### src/rtl/eth_tx_fcs_ctrl_pkg.sv
// Shared MAC definitions: CRC-32 constants, minimum frame length,
// transmit sequencer state type and bit-reversal helper.
package eth_tx_fcs_ctrl_pkg;

  localparam logic [31:0] CRC32_POLY    = 32'h04C11DB7;
  localparam logic [31:0] CRC32_SEED    = 32'hFFFFFFFF;
  localparam int unsigned ETH_MIN_FRAME = 60;

  typedef enum logic [1:0] {
    ST_IDLE,
    ST_DATA,
    ST_PAD,
    ST_FCS
  } tx_state_t;

  function automatic logic [31:0] bitrev32(input logic [31:0] v);
    logic [31:0] r;
    r = '0;
    for (int unsigned i = 0; i < 32; i++) r[i] = v[31-i];
    return r;
  endfunction

endpackage

### src/rtl/eth_tx_fcs_ctrl_crc.sv
// Generic serial-equivalent CRC register, one DATA_WIDTH word per enabled cycle.
// REVERSE feeds data LSB first; the register itself stays in MSB-first form.
module crc #(
  parameter int unsigned           CRC_WIDTH  = 32,
  parameter int unsigned           DATA_WIDTH = 8,
  parameter logic [CRC_WIDTH-1:0]  POLYNOMIAL = 32'h04C11DB7,
  parameter logic [CRC_WIDTH-1:0]  SEED       = 32'hFFFFFFFF,
  parameter bit                    REVERSE    = 1'b1
) (
  input  logic                  clock,
  input  logic                  reset,
  input  logic [DATA_WIDTH-1:0] data,
  input  logic                  data_enable,
  input  logic                  init,
  output logic [CRC_WIDTH-1:0]  crc_out
);

  logic [CRC_WIDTH-1:0] crc_nxt;
  logic                 din;
  logic                 fb;

  always_comb begin
    crc_nxt = crc_out;
    din     = 1'b0;
    fb      = 1'b0;
    for (int unsigned i = 0; i < DATA_WIDTH; i++) begin
      din     = REVERSE ? data[i] : data[DATA_WIDTH-1-i];
      fb      = crc_nxt[CRC_WIDTH-1] ^ din;
      crc_nxt = {crc_nxt[CRC_WIDTH-2:0], 1'b0};
      if (fb) crc_nxt = crc_nxt ^ POLYNOMIAL;
    end
  end

  always_ff @(posedge clock) begin
    if (reset || init)    crc_out <= SEED;
    else if (data_enable) crc_out <= crc_nxt;
  end

endmodule

### src/rtl/eth_tx_fcs_ctrl.sv
// Transmit frame sequencer: forwards payload, zero-pads to MIN_FRAME and
// appends the four FCS bytes produced by the internal crc block.
module eth_tx_fcs_ctrl
  import eth_tx_fcs_ctrl_pkg::*;
#(
  parameter int unsigned MIN_FRAME = ETH_MIN_FRAME,
  parameter int unsigned CNT_WIDTH = 16
) (
  input  logic                 clock,
  input  logic                 reset,
  input  logic [7:0]           in_data,
  input  logic                 in_valid,
  input  logic                 in_sop,
  input  logic                 in_eop,
  output logic                 in_ready,
  output logic [7:0]           out_data,
  output logic                 out_valid,
  output logic                 out_sop,
  output logic                 out_eop,
  input  logic                 out_ready,
  output logic [CNT_WIDTH-1:0] frames_sent
);

  localparam int unsigned    BW      = $clog2(MIN_FRAME + 1);
  localparam logic [BW-1:0]  MIN_CNT = BW'(MIN_FRAME);

  tx_state_t            state, state_nxt;
  logic [BW-1:0]        byte_cnt, byte_cnt_nxt, cnt_inc;
  logic [1:0]           fcs_idx, fcs_idx_nxt;
  logic [CNT_WIDTH-1:0] frames_nxt;
  logic [31:0]          crc_out, fcs_word;
  logic [7:0]           fcs_byte, crc_data;
  logic                 crc_en, crc_init;

  crc #(
    .CRC_WIDTH  (32),
    .DATA_WIDTH (8),
    .POLYNOMIAL (CRC32_POLY),
    .SEED       (CRC32_SEED),
    .REVERSE    (1'b1)
  ) u_crc (
    .clock       (clock),
    .reset       (reset),
    .data        (crc_data),
    .data_enable (crc_en),
    .init        (crc_init),
    .crc_out     (crc_out)
  );

  assign fcs_word = ~bitrev32(crc_out);
  assign cnt_inc  = (byte_cnt == MIN_CNT) ? byte_cnt : byte_cnt + BW'(1);

  always_comb begin
    case (fcs_idx)
      2'd0:    fcs_byte = fcs_word[7:0];
      2'd1:    fcs_byte = fcs_word[15:8];
      2'd2:    fcs_byte = fcs_word[23:16];
      default: fcs_byte = fcs_word[31:24];
    endcase
  end

  // Outputs are forced quiet while reset is high so the reset cycle presents nothing.
  always_comb begin
    state_nxt    = state;
    byte_cnt_nxt = byte_cnt;
    fcs_idx_nxt  = fcs_idx;
    frames_nxt   = frames_sent;
    in_ready     = 1'b0;
    out_valid    = 1'b0;
    out_data     = '0;
    out_sop      = 1'b0;
    out_eop      = 1'b0;
    crc_en       = 1'b0;
    crc_data     = '0;
    crc_init     = 1'b0;
    if (!reset) begin
      case (state)
        ST_IDLE: begin
          in_ready = 1'b1;
          if (in_valid && in_sop) begin
            in_ready  = out_ready;
            out_valid = 1'b1;
            out_data  = in_data;
            out_sop   = 1'b1;
            if (out_ready) begin
              crc_en       = 1'b1;
              crc_data     = in_data;
              byte_cnt_nxt = BW'(1);
              if (!in_eop)                state_nxt = ST_DATA;
              else if (BW'(1) < MIN_CNT)  state_nxt = ST_PAD;
              else                        state_nxt = ST_FCS;
            end
          end
        end
        ST_DATA: begin
          in_ready  = out_ready;
          out_valid = in_valid;
          out_data  = in_data;
          if (in_valid && out_ready) begin
            crc_en       = 1'b1;
            crc_data     = in_data;
            byte_cnt_nxt = cnt_inc;
            if (in_eop) state_nxt = (cnt_inc < MIN_CNT) ? ST_PAD : ST_FCS;
          end
        end
        ST_PAD: begin
          out_valid = 1'b1;
          if (out_ready) begin
            crc_en       = 1'b1;
            byte_cnt_nxt = cnt_inc;
            if (cnt_inc == MIN_CNT) state_nxt = ST_FCS;
          end
        end
        default: begin
          out_valid = 1'b1;
          out_data  = fcs_byte;
          out_eop   = (fcs_idx == 2'd3);
          if (out_ready) begin
            if (fcs_idx == 2'd3) begin
              crc_init     = 1'b1;
              frames_nxt   = frames_sent + CNT_WIDTH'(1);
              byte_cnt_nxt = '0;
              fcs_idx_nxt  = '0;
              state_nxt    = ST_IDLE;
            end else begin
              fcs_idx_nxt = fcs_idx + 2'd1;
            end
          end
        end
      endcase
    end
  end

  always_ff @(posedge clock) begin
    if (reset) begin
      state       <= ST_IDLE;
      byte_cnt    <= '0;
      fcs_idx     <= '0;
      frames_sent <= '0;
    end else begin
      state       <= state_nxt;
      byte_cnt    <= byte_cnt_nxt;
      fcs_idx     <= fcs_idx_nxt;
      frames_sent <= frames_nxt;
    end
  end

endmodule
### config.mk
export PLATFORM = sky130hd
export DESIGN_NAME = eth_tx_fcs_ctrl
export DESIGN_NICKNAME = d
export VERILOG_FILES = /design/src/rtl/eth_tx_fcs_ctrl_pkg.sv /design/src/rtl/eth_tx_fcs_ctrl_crc.sv /design/src/rtl/eth_tx_fcs_ctrl.sv
export SDC_FILE = /design/constraint.sdc
export NUM_CORES = 1
export LEC_CHECK = 0
export ABC_AREA = 1
export CORE_MARGIN = 2
export CORE_UTILIZATION = 35
export CTS_CLUSTER_DIAMETER = 80
export DETAILED_ROUTE_END_ITERATION = 7
export PLACE_DENSITY_LB_ADDON = 0.05
export REMOVE_ABC_BUFFERS = 1
export SKIP_LAST_GASP = 1
export SLEW_MARGIN = 25
export SYNTH_ARGS = -nofsm -noshare
export SYNTH_HDL_FRONTEND = slang
export SYNTH_SLANG_ARGS = --single-unit
### constraint.sdc
create_clock -name clock -period 2.2 [get_ports clock]
set_input_delay 0.44 -clock clock [delete_from_list [all_inputs] [get_ports clock]]
set_output_delay 0.44 -clock clock [all_outputs]
set_load 0.03 [all_outputs]
== After elaboration in Yosys (flattened, before gate mapping) ==
Index checks and enable logic that the tools add are counted.

* Memories kept: 0
* Word-level logic and storage cells: 108
* Bits in latches: 0
* RAM bits: 0
* Memory bits (read-only): 0
* Flip-flop bits (word level): 58
* Output and inout port bits: 28
* Input port bits: 14

* Divide/modulo/power cells: 0
* $mul: 0
* Multiplexer cells: 56
* $add $sub $neg: 3
* Shifts and indexed selects: 0
* Eq/ne operators: 13
* Bitwise operators: 18
* Magnitude comparators: 1
* Reduce and logical (&&, ||, !) cells: 12

{| class="wikitable"
|+ Operators by type and width
! kind !! count
|-
| 27-bit two-way mux || 8
|-
| 14-bit NOT || 8
|-
| 8-bit two-way mux || 6
|-
| 8-bit one-hot mux with 3 select lines || 2
|-
| 6-bit two-way mux || 7
|-
| 32-bit NOT || 1
|-
| 2-bit two-way mux || 10
|-
| 6-bit one-hot mux with 3 select lines || 1
|-
| 1-bit two-way mux || 17
|-
| 16-bit by 1-bit adder with 16-bit output, second input constant || 1
|-
| 8-bit one-hot mux with 2 select lines || 1
|-
| 6-bit == test, second input constant || 2
|-
| 2-bit inequality test, second input constant || 6
|-
| 8-bit AND reduction || 1
|-
| 1-bit bitwise XOR || 8
|-
| 6-bit by 1-bit adder with 6-bit output, second input constant || 1
|-
| 2-bit == test, second input constant || 3
|-
| 6-bit < comparator, second input constant || 1
|-
| 2-bit one-hot mux with 3 select lines || 1
|-
| 6-bit AND reduction || 1
|-
| 2-bit by 1-bit == test with 1-bit output, second input constant || 2
|-
| 2-bit logical NOT || 2
|-
| 1-bit one-hot mux with 2 select lines || 2
|-
| 4-bit nonzero test || 1
|-
| other kinds (9) || 10
|}

== Logic depth before layout (Yosys ltp) ==
Gate-level depths: netlist of run 1.

* Depth after elaboration: 20
* Mapped depth: 19
* Gate-level depth less buffers: 18

== Hierarchy ==
From an unflattened synthesis of run 1, not the netlist that was laid out.

* Cell total of the unflattened synthesis: 695
* Area total of the unflattened synthesis: 4,449.3 um^2

{| class="wikitable"
|+ Modules (own cells, without submodules)
! module !! seq. area each (um^2) !! area each (um^2) !! cells each !! times used
|-
| crc || 640.6 || 2,311.0 || 354 || 1
|-
| eth_tx_fcs_ctrl || 520.5 || 2,138.3 || 341 || 1
|}

== Least setup slack after synthesis of run 1 ==
Ideal clock, no wire load.

* Path type: register to register
* From: register state[0]
* To: register u_crc.crc_out[16]
* Period minus slack after synthesis: 1.971 ns
* Stages on the path, launching flop included: 15
* Arrival: 1.850 ns
* Data required time: 2.079 ns
* Setup slack: 0.229 ns
* Library setup time: 0.121 ns
* Path buffers: 1
* Cells stage by stage: dfxtp_1 -> inv_1 -> ha_1 -> nor2_2 -> nor2_2 -> buf_6 -> nand3_1 -> nand2_2 -> nand2_4 -> inv_6 -> nand2_4 -> nand2_4 -> or2_1 -> nand3_1 -> nand3_1

* Word-level cells in the longest chain between the ends: 14
* Elaborated cells on any way between the ends: 25
* Those cells by class: eq/ne (2); mux (13); bitwise (7); reduce/logical (3)

{| class="wikitable"
|+ Ends and longest elaborated chain
! element !! line !! source
|-
| start: declaration || eth_tx_fcs_ctrl.sv:27 || <nowiki>tx_state_t state, state_nxt;</nowiki>
|-
| start signal: assignment || eth_tx_fcs_ctrl.sv:141 || <nowiki>state <= state_nxt;</nowiki>
|-
| 2-bit by 1-bit == test with 1-bit output or 2-bit logical NOT (tied branches) || eth_tx_fcs_ctrl.sv:77 || <nowiki>case (state)</nowiki>
|-
| 8-bit one-hot mux with 2 select lines || eth_tx_fcs_ctrl.sv:77 ||
|-
| 8-bit two-way mux || eth_tx_fcs_ctrl.sv:76 || <nowiki>if (!reset) begin</nowiki>
|-
| 1-bit bitwise XOR || eth_tx_fcs_ctrl_crc.sv:28 || <nowiki>fb = crc_nxt[CRC_WIDTH-1] ^ din;</nowiki>
|-
| 27-bit two-way mux || eth_tx_fcs_ctrl_crc.sv:30 || <nowiki>if (fb) crc_nxt = crc_nxt ^ POLYNOMIAL;</nowiki>
|-
| 14-bit NOT (no source line) || n/a ||
|-
| 27-bit two-way mux || eth_tx_fcs_ctrl_crc.sv:30 ||
|-
| 14-bit NOT (no source line) || n/a ||
|-
| 27-bit two-way mux (4 in a row) || eth_tx_fcs_ctrl_crc.sv:30 ||
|-
| 14-bit NOT (no source line) || n/a ||
|-
| 27-bit two-way mux || eth_tx_fcs_ctrl_crc.sv:30 ||
|-
| end signal: assignment || eth_tx_fcs_ctrl_crc.sv:36 || <nowiki>else if (data_enable) crc_out <= crc_nxt;</nowiki>
|-
| end: declaration || eth_tx_fcs_ctrl_crc.sv:15 || <nowiki>output logic [CRC_WIDTH-1:0] crc_out</nowiki>
|}

Parallel ways exist; a longest one is shown, timed or not.
A chain may end at the register's enable or synchronous reset.

== Final worst setup path of run 1 ==
* From: register state[1]
* To: output out_data[0]

* Word-level cells in the longest chain between the ends: 3
* Elaborated cells on any way between the ends: 5
* Those cells by class: eq/ne (2); mux (2); reduce/logical (1)

{| class="wikitable"
|+ Ends and longest elaborated chain
! element !! line !! source
|-
| 2-bit == test, or another cell as far along || eth_tx_fcs_ctrl.sv:77 ||
|-
| 8-bit one-hot mux with 3 select lines * || eth_tx_fcs_ctrl.sv:77 ||
|-
| 8-bit two-way mux * || eth_tx_fcs_ctrl.sv:76 ||
|-
| end: declaration || eth_tx_fcs_ctrl.sv:16 || <nowiki>output logic [7:0] out_data,</nowiki>
|}

Every way passes the cells marked *; elsewhere a longest branch is shown, timed or not.

==> PnR_summary.wiki, run 1 <==
{| class="wikitable"
! Metric !! Value
|-
| Cell count of the worst hold path || 2
|-
| CP Data Required Time || roughly 1.8 ns
|-
| Worst r2r path cells || 17
|-
| Worst hold path class || register to register
|-
| Max Cap Violations || 0
|-
| Routed wire length || around 14 mm
|-
| Clock sink count || 58
|-
| Average via count per standard cell || around 4.8
|-
| Synth Cell Area || 4350 sq um
|-
| RSZ-0062 raised after global routing || yes
|-
| Area of the die || 13300 sq um
|-
| Crit path kind || register to output port
|-
| Post-Syn Instances || 691
|-
| Maximum number of pins on one net before global-route repair || 22
|-
| Final GP Congestion || roughly 0.89
|-
| Slack of the critical path || 0.0315 ns
|-
| Initial antenna violation count || 0
|-
| Pre-CTS worst setup slack || -0.419 ns
|-
| Number of synthesized flops with an enable pin || 0
|-
| Summed negative setup slack over all endpoints || 0 ns
|-
| Worst Hold Launch || frames_sent[15]
|-
| Final max-slew violation count || 0
|-
| Period Utilization, post-route || between 90% and 100%
|-
| Clock transition at the registers of the reported paths || 0.05 ns
|-
| Violation count after the first detailed-routing iteration || 240
|-
| Maximum clock rate || between 400 and 500 MHz
|-
| Worst Clk Skew || 0.00662 ns
|-
| Cell with the largest stage delay on the worst path || sky130_fd_sc_hd__dfxtp_4
|-
| CTS tree || done
|-
| RR Startpoint || state[1]
|-
| Kind of cell adding the most delay to the critical path || buffers and inverters
|-
| Count of antenna-violating nets left after detailed routing || 0
|-
| Most common cell on crit path || sky130_fd_sc_hd__buf_6
|-
| Final critical delay including setup and external delays || 2.17 ns
|-
| Critical-path maximum fanout || 5
|-
| Effective utilization at floorplan || 36.1%
|-
| Routed via count || roughly 4800
|-
| Final HPWL from detailed placement || ~11 mm
|-
| Congestion Overflow GR || 0
|-
| Count of filler cells inserted in the layout || approximately 1200
|-
| Post-synth cell types || 43
|-
| Height of the die || 116 um
|-
| Total number of placement rows || 40
|-
| Highest metal layer with signal wires || met4
|-
| Critical path capture point type || output port
|-
| Post-DP Area || 5510 sq um
|-
| Measured slew at the worst slew-check pin || around 0.37 ns
|-
| Final-stage net count || ~850
|-
| Cell area after layout || about 6300 sq um
|-
| Post-synthesis cell type with the largest combined area || sky130_fd_sc_hd__dfxtp_1
|-
| Biggest area contributors in the synthesized netlist || sky130_fd_sc_hd__dfxtp_1 (27%), sky130_fd_sc_hd__nand2_1 (19%), sky130_fd_sc_hd__a21oi_1 (7.6%)
|-
| Relative slew margins || between 70% and 80%
|-
| Fraction of synthesis flops using an asynchronous set or reset pin || 0%
|-
| Critical Path AT || about 1.7 ns
|-
| Mean post-synth cell area || about 6.3 sq um
|-
| Number of primary I/O pins || 42
|-
| Depth of the critical timing path with buffers and inverters included || 11
|-
| DRT Pass-1 Iters || 5
|-
| Clock H-tree levels || 3
|-
| Total routing usage reported by global routing || about 22%
|-
| Number of DRC violations after detailed routing || 0
|-
| Antenna cell count || 0
|-
| Via count of the first global-routing pass || roughly 4500
|-
| Power density over the cells || approximately 700 nW/um^2
|-
| Outcome || completed
|-
| Fraction of layout instances using a drive strength above 1 || between 20% and 30%
|-
| Cts bufs inserted || 9
|-
| Leakage power summed over all cells || between 2 and 3 nW
|-
| Final core utilization || 52.4%
|-
| Destination of the worst hold path || frames_sent[15]
|-
| Clock latency on the worst-skew pair || approximately 0.35 ns
|-
| Number of endpoints failing setup at the final stage || 0
|-
| Post-Route M1 WL || between 6 and 7 mm
|-
| CP cell instances || inv_4, ha_4, nand3_4, buf_6, nand2_8, buf_6, nand2_2, nand2_1, nand2_1, inv_1, buf_6
|-
| Layout overhead on the synthesized area || 45.2%
|-
| Met3 wire length || 635 um
|-
| Worst reg2reg setup slack || roughly 0.11 ns
|-
| Worst path bufs/invs || 5
|-
| Flops & latches, synth || 58
|-
| Routed length per instance || ~14 um
|-
| Met2 Wirelength || between 6 and 7 mm
|-
| Clock Tree Buf Depth || 2
|-
| Total core area || approximately 12000 sq um
|-
| Final number of hold-violating endpoints || 0
|-
| CTS root buf || sky130_fd_sc_hd__clkbuf_16
|-
| Global-route wire length before repair || around 22 mm
|-
| Maximum resistive drop on vdd || approximately 310 uV
|-
| Top cell type's share of synthesized area || 26.7%
|-
| Port-buffer cells || 41
|-
| Worst r2r dst || u_crc.crc_out[10]
|-
| Synth Warn # || 0
|-
| Primary FF master, synth || sky130_fd_sc_hd__dfxtp_1
|-
| Overall die width || between 100 and 150 um
|-
| CP startpoint kind || register
|-
| Part of the Yosys area used for sequential elements || approximately a quarter
|-
| Cts-stage hold buffer count || 0
|-
| Longest individual stage delay on the worst path || approximately 0.36 ns
|}
## cells by family after synthesis
group	after synthesis	synth area share, %
AND/OR/NAND/NOR	364	38.3
flip-flops	58	26.7
buffers and inverters	103	9.69
adder cells (fa/ha/maj)	11	3.16
XOR/XNOR	29	6.35
AO/OA/AOI/OAI	126	15.8
## power breakdown
group / internal [mW] / leakage, nW / switching, mW
Combinational: 0.680 / 2.27 / 0.976
Clock: 1.02 / 0.156 / 0.527
Sequential: 1.12 / 0.474 / 0.0934
## worst max-delay path by stage
stage | from | end | slack (ns)
final | state[1] | out_data[0] | 0.03
after global routing | state[1] | out_data[0] | -0.06
after CTS | state[0] | out_data[3] | -0.03
after detailed placement | out_ready | u_crc.crc_out[7] | -0.42
after global placement | out_ready | u_crc.crc_out[5] | -0.40
after floorplan | state[0] | u_crc.crc_out[2] | -0.63
## layout by cell type (no fill, tap or decap), types with 3 or more instances in the layout
master / instances
sky130_fd_sc_hd__xor2_1: 20
sky130_fd_sc_hd__dfxtp_4: 4
sky130_fd_sc_hd__nand4_1: 9
sky130_fd_sc_hd__o221ai_2: 4
sky130_fd_sc_hd__dfxtp_1: 54
sky130_fd_sc_hd__clkdlybuf4s50_1: 25
sky130_fd_sc_hd__o21ai_0: 26
sky130_fd_sc_hd__inv_2: 9
sky130_fd_sc_hd__clkbuf_16: 9
sky130_fd_sc_hd__inv_4: 5
sky130_fd_sc_hd__nand3_2: 7
sky130_fd_sc_hd__buf_12: 4
sky130_fd_sc_hd__nand2_4: 16
sky130_fd_sc_hd__buf_6: 18
sky130_fd_sc_hd__inv_6: 3
sky130_fd_sc_hd__nand2_1: 214
sky130_fd_sc_hd__nor3_1: 5
sky130_fd_sc_hd__ha_4: 7
sky130_fd_sc_hd__nor2_2: 3
sky130_fd_sc_hd__xnor2_1: 5
sky130_fd_sc_hd__a21oi_1: 64
sky130_fd_sc_hd__ha_1: 4
sky130_fd_sc_hd__nand2_2: 18
sky130_fd_sc_hd__nand3_1: 38
sky130_fd_sc_hd__o21ai_1: 15
sky130_fd_sc_hd__nor2_4: 4
sky130_fd_sc_hd__inv_1: 67
sky130_fd_sc_hd__o211ai_1: 4
sky130_fd_sc_hd__dlygate4sd2_1: 3
sky130_fd_sc_hd__buf_4: 83
sky130_fd_sc_hd__clkinv_2: 3
sky130_fd_sc_hd__nor2_1: 38
sky130_fd_sc_hd__xor2_2: 4
## repair_timing
item	4_1_cts	5_1_grt
setup buffers	1	10
cloned	0	2
pin swaps	4	20
resized for setup	43	75
setup endpoints to repair	25	41
## state kept, by name (all words and copies together), names as in the netlist
signal	flops
u_crc.crc_out	32
frames_sent	16
byte_cnt	6
fcs_idx	2
state	2
## routing by layer
metal | vias to the layer above | track usage [%]
met5 | - | 0
met4 | 0 | 9.64
met3 | 23 | 4.13
met2 | 110 | 35.0
met1 | 2147 | 29.0
li1 | 2490 | -
## area by class of cell
cell class              count  area, sq um  area share (%)
clock buffers              11          243            3.84
clock inverters             5         77.6            1.23
inverters                  85          354            5.60
multi-input cells         530         3050            48.3
flip-flops and latches     58         1180            18.6
well taps                 168          210            3.33
repair buffers            135         1200            19.0
repair inverters            1         5.00          0.0792
## synthesized netlist by cell type (10+ instances only)
| cell type | number |
|---|---|
| sky130_fd_sc_hd__ha_1 | 11 |
| sky130_fd_sc_hd__nand3_1 | 42 |
| sky130_fd_sc_hd__xor2_1 | 21 |
| sky130_fd_sc_hd__o21ai_0 | 38 |
| sky130_fd_sc_hd__clkbuf_1 | 10 |
| sky130_fd_sc_hd__inv_1 | 78 |
| sky130_fd_sc_hd__a21oi_1 | 66 |
| sky130_fd_sc_hd__dfxtp_1 | 58 |
| sky130_fd_sc_hd__nor2_1 | 40 |
| sky130_fd_sc_hd__nand2_1 | 220 |
| sky130_fd_sc_hd__nand2_2 | 20 |
## per-stage QoR
stage / hold WS (ns) / instances / total power, mW
4_1_cts: 0.464 / 981 / 4.32
3_3_place_gp: 0.450 / 964 / 2.70
6_report: 0.461 / 993 / 4.41
3_5_place_dp: 0.455 / 964 / 2.71
2_1_floorplan: 0.452 / 673 / 2.15
5_1_grt: 0.487 / 993 / 4.69
## tightest hold or removal path: cells and delay by family (launching register included)
kind / cells / cell delay (ns)
DFF: 1 / 0.31
AOI/OAI and AO/OA: 1 / 0.05
buffers and inverters: 1 / 0.06
No activity file was read; power rests on OpenSTA's default activity.
==> inputs of run 2 (changes only) <==
--- a/config.mk
+++ b/config.mk
@@ -6,6 +6,8 @@
 export NUM_CORES = 1
 export LEC_CHECK = 0
 export ABC_AREA = 1
+export CELL_PAD_IN_SITES_DETAIL_PLACEMENT = 1
+export CELL_PAD_IN_SITES_GLOBAL_PLACEMENT = 1
 export CORE_MARGIN = 2
 export CORE_UTILIZATION = 35
 export CTS_CLUSTER_DIAMETER = 80
@@ -17,3 +19,4 @@
 export SYNTH_ARGS = -nofsm -noshare
 export SYNTH_HDL_FRONTEND = slang
 export SYNTH_SLANG_ARGS = --single-unit
+export TNS_END_PERCENT = 10
==> run 2 against run 1 <==
  * The run now ends with negative setup slack left
  * Clock power up 3%
  * Core utilization down 1.4 points
  * Sequential share of layout area up 0.52 points
  * Setup slack worse by 0.097 ns
  * Routed wire length up 18%
  * First-iteration DRC count down 11%
  * Critical path depth down 2
  * Clock skew about the same
  * Critical endpoint is now out_data[6]
==> PnR_summary.wiki, run 2 (same netlist as run 1, synthesis figures left out) <==
{| class="wikitable"
! Metric !! Value
|-
| Via count of the first global-routing pass || ~5200
|-
| Total design power || about 4.5 mW
|-
| Final number of hold-violating endpoints || 0
|-
| Count of antenna-violating nets left after detailed routing || 0
|-
| Port-buffer cells || a little over 40
|-
| Clock transition at the registers of the reported paths || approximately 0.06 ns
|-
| Global-route wire length before repair || roughly 26 mm
|-
| Total routing usage reported by global routing || between 20% and 30%
|-
| RSZ-0062 raised after global routing || yes
|-
| Power density over the cells || ~740 nW/um^2
|-
| Routed wire length || about 17 mm
|-
| CTS root buf || sky130_fd_sc_hd__clkbuf_16
|-
| Worst Hold Slack || between 0.4 and 0.5 ns
|-
| Height of the die || between 100 and 150 um
|-
| Leakage power summed over all cells || around 2.8 nW
|-
| Cell with the largest stage delay on the worst path || sky130_fd_sc_hd__dfxtp_4
|-
| CP startpoint kind || register
|-
| Effective utilization at floorplan || 36.1%
|-
| Cts bufs inserted || 9
|-
| CP Data Required Time || around 1.8 ns
|-
| Final HPWL from detailed placement || between 10 and 15 mm
|-
| Maximum resistive drop on vdd || 287 uV
|-
| Final-stage net count || between 800 and 900
|-
| Final max-slew violation count || 0
|-
| Top reg by flops || u_crc.crc_out
|-
| Routed length per instance || between 15 and 20 um
|-
| Measured slew at the worst slew-check pin || about 0.42 ns
|-
| Maximum clock rate || ~440 MHz
|-
| Commonest cells after routing, fill and taps aside || sky130_fd_sc_hd__nand2_1 (214), sky130_fd_sc_hd__buf_4 (85), sky130_fd_sc_hd__inv_1 (69)
|-
| Footprint of the flip-flops and latches || 1180 sq um
|-
| Pre-CTS worst setup slack || -0.380 ns
|-
| Clock H-tree levels || 3
|-
| Final critical delay including setup and external delays || between 2 and 2.5 ns
|-
| Maximum number of pins on one net before global-route repair || 33
|-
| Overall die width || between 100 and 150 um
|-
| Initial antenna violation count || 1
|-
| Congestion Overflow GR || 0
|-
| Total core area || approximately 12000 sq um
|-
| Max Cap Violations || 0
|-
| Routed via count || about 5000
|-
| Outcome || finished with violations
|-
| Number of DRC violations after detailed routing || 0
|-
| Period Utilization, post-route || 103%
|-
| CP cell instances || clkinvlp_4, ha_4, inv_4, o221ai_2, a21oi_1, o21ai_1, nand2_1, inv_2, buf_6
|-
| Relative slew margins || between 70% and 80%
|-
| DRT Pass-1 Iters || 4
|-
| Clock latency on the worst-skew pair || ~0.35 ns
|-
| Final core utilization || 51.0%
|-
| Worst hold path class || register to register
|-
| Average via count per standard cell || around 5.1
|-
| Layout overhead on the synthesized area || 41.2%
|-
| Clock Tree Buf Depth || 2
|-
| CTS tree || done
|-
| Critical path capture point type || output port
|-
| Max FFs per register || 32
|-
| Instance count after placement with tap cells included || 959
|-
| Longest individual stage delay on the worst path || around 0.37 ns
|-
| Critical Path AT || between 1.5 and 2 ns
|-
| Violation count after the first detailed-routing iteration || 213
|-
| Violated checks || negative setup slack
|-
| Crit path kind || register to output port
|-
| Fraction of layout instances using a drive strength above 1 || 24.8%
|-
| Area of the die || 13300 sq um
|-
| Clock sink count || 58
|-
| Total number of placement rows || 40
|-
| Most common cell after layout, fill and taps aside || sky130_fd_sc_hd__nand2_1
|-
| Number of endpoints failing setup at the final stage || 6
|-
| Slack of the critical path || -0.0653 ns
|-
| Antenna cell count || 0
|-
| Multi-input logic area || 2990 sq um
|-
| Largest registers in the final layout || u_crc.crc_out (32), frames_sent (16), byte_cnt (6)
|-
| Count of filler cells inserted in the layout || 1600
|-
| Final GP Congestion || between 0.8 and 0.9
|-
| Critical-path maximum fanout || 7
|-
| Number of standard cells in the layout, taps in and fillers out || 986
|-
| Number of primary I/O pins || 42
|-
| Worst Clk Skew || between 0.006 and 0.007 ns
|}
==> run 2: where the power goes <==
| part | internal [mW] | switching, mW | leakage [nW] | total (mW) |
|---|---|---|---|---|
| sequential | 1.12 | 0.0995 | 0.474 | 1.22 |
| combinational | 0.664 | 1.06 | 2.20 | 1.72 |
| clock | 1.02 | 0.567 | 0.156 | 1.59 |
==> run 2: worst max-delay path, delay by kind of cell (launching register included) <==
family | cells | cell delay (ns)
AO/OA/AOI/OAI | 3 | 0.35
flip-flops | 1 | 0.37
buffers and inverters | 4 | 0.43
AND/OR/NAND/NOR | 1 | 0.12
adder cells (fa/ha/maj) | 1 | 0.21
==> run 2: final cells by class <==
class | count | area share, %
multi-input cells | 530 | 48.6
inverters | 85 | 5.54
repair buffers | 128 | 18.0
well taps | 168 | 3.42
clock buffers | 11 | 3.95
clock inverters | 5 | 1.26
flip-flops and latches | 58 | 19.1
repair inverters | 1 | 0.122
==> run 2: through the flow <==
step / setup TNS, ns / cell area (sq um)
6_report: -0.192 / 6150
2_1_floorplan: -11.93 / 4260
4_1_cts: -0.142 / 5870
3_3_place_gp: -9.36 / 5460
3_5_place_dp: -12.60 / 5460
5_1_grt: -2.41 / 6150
==> run 2: worst paths after layout <==
kind                                       from                to  slack, ns  cells after the start
worst max-delay path                 fcs_idx[0]       out_data[6]      -0.07                      9
worst min-delay path            frames_sent[15]   frames_sent[15]       0.47                      2
worst max register to register         state[1]  u_crc.crc_out[5]       0.01                     16
worst min register to register  frames_sent[15]   frames_sent[15]       0.47                      2
==> run 2: per-layer routing <==
| layer | global-route usage (%) | routed length, um | vias to the layer above |
|---|---|---|---|
| met5 | 0 | 0 | - |
| met4 | 8.43 | 369 | 0 |
| met3 | 3.61 | 540 | 28 |
| met2 | 43.5 | 7920 | 87 |
| met1 | 33.3 | 7950 | 2418 |
| li1 | - | - | 2472 |
==> run 2: what timing repair did <==
action,4_1_cts,5_1_grt
gates cloned,0,2
gates resized for setup,32,55
hold endpoints to repair,0,0
pin swaps,3,20
endpoints found under the setup margin,33,44
hold buffers,0,0
setup buffers,1,8
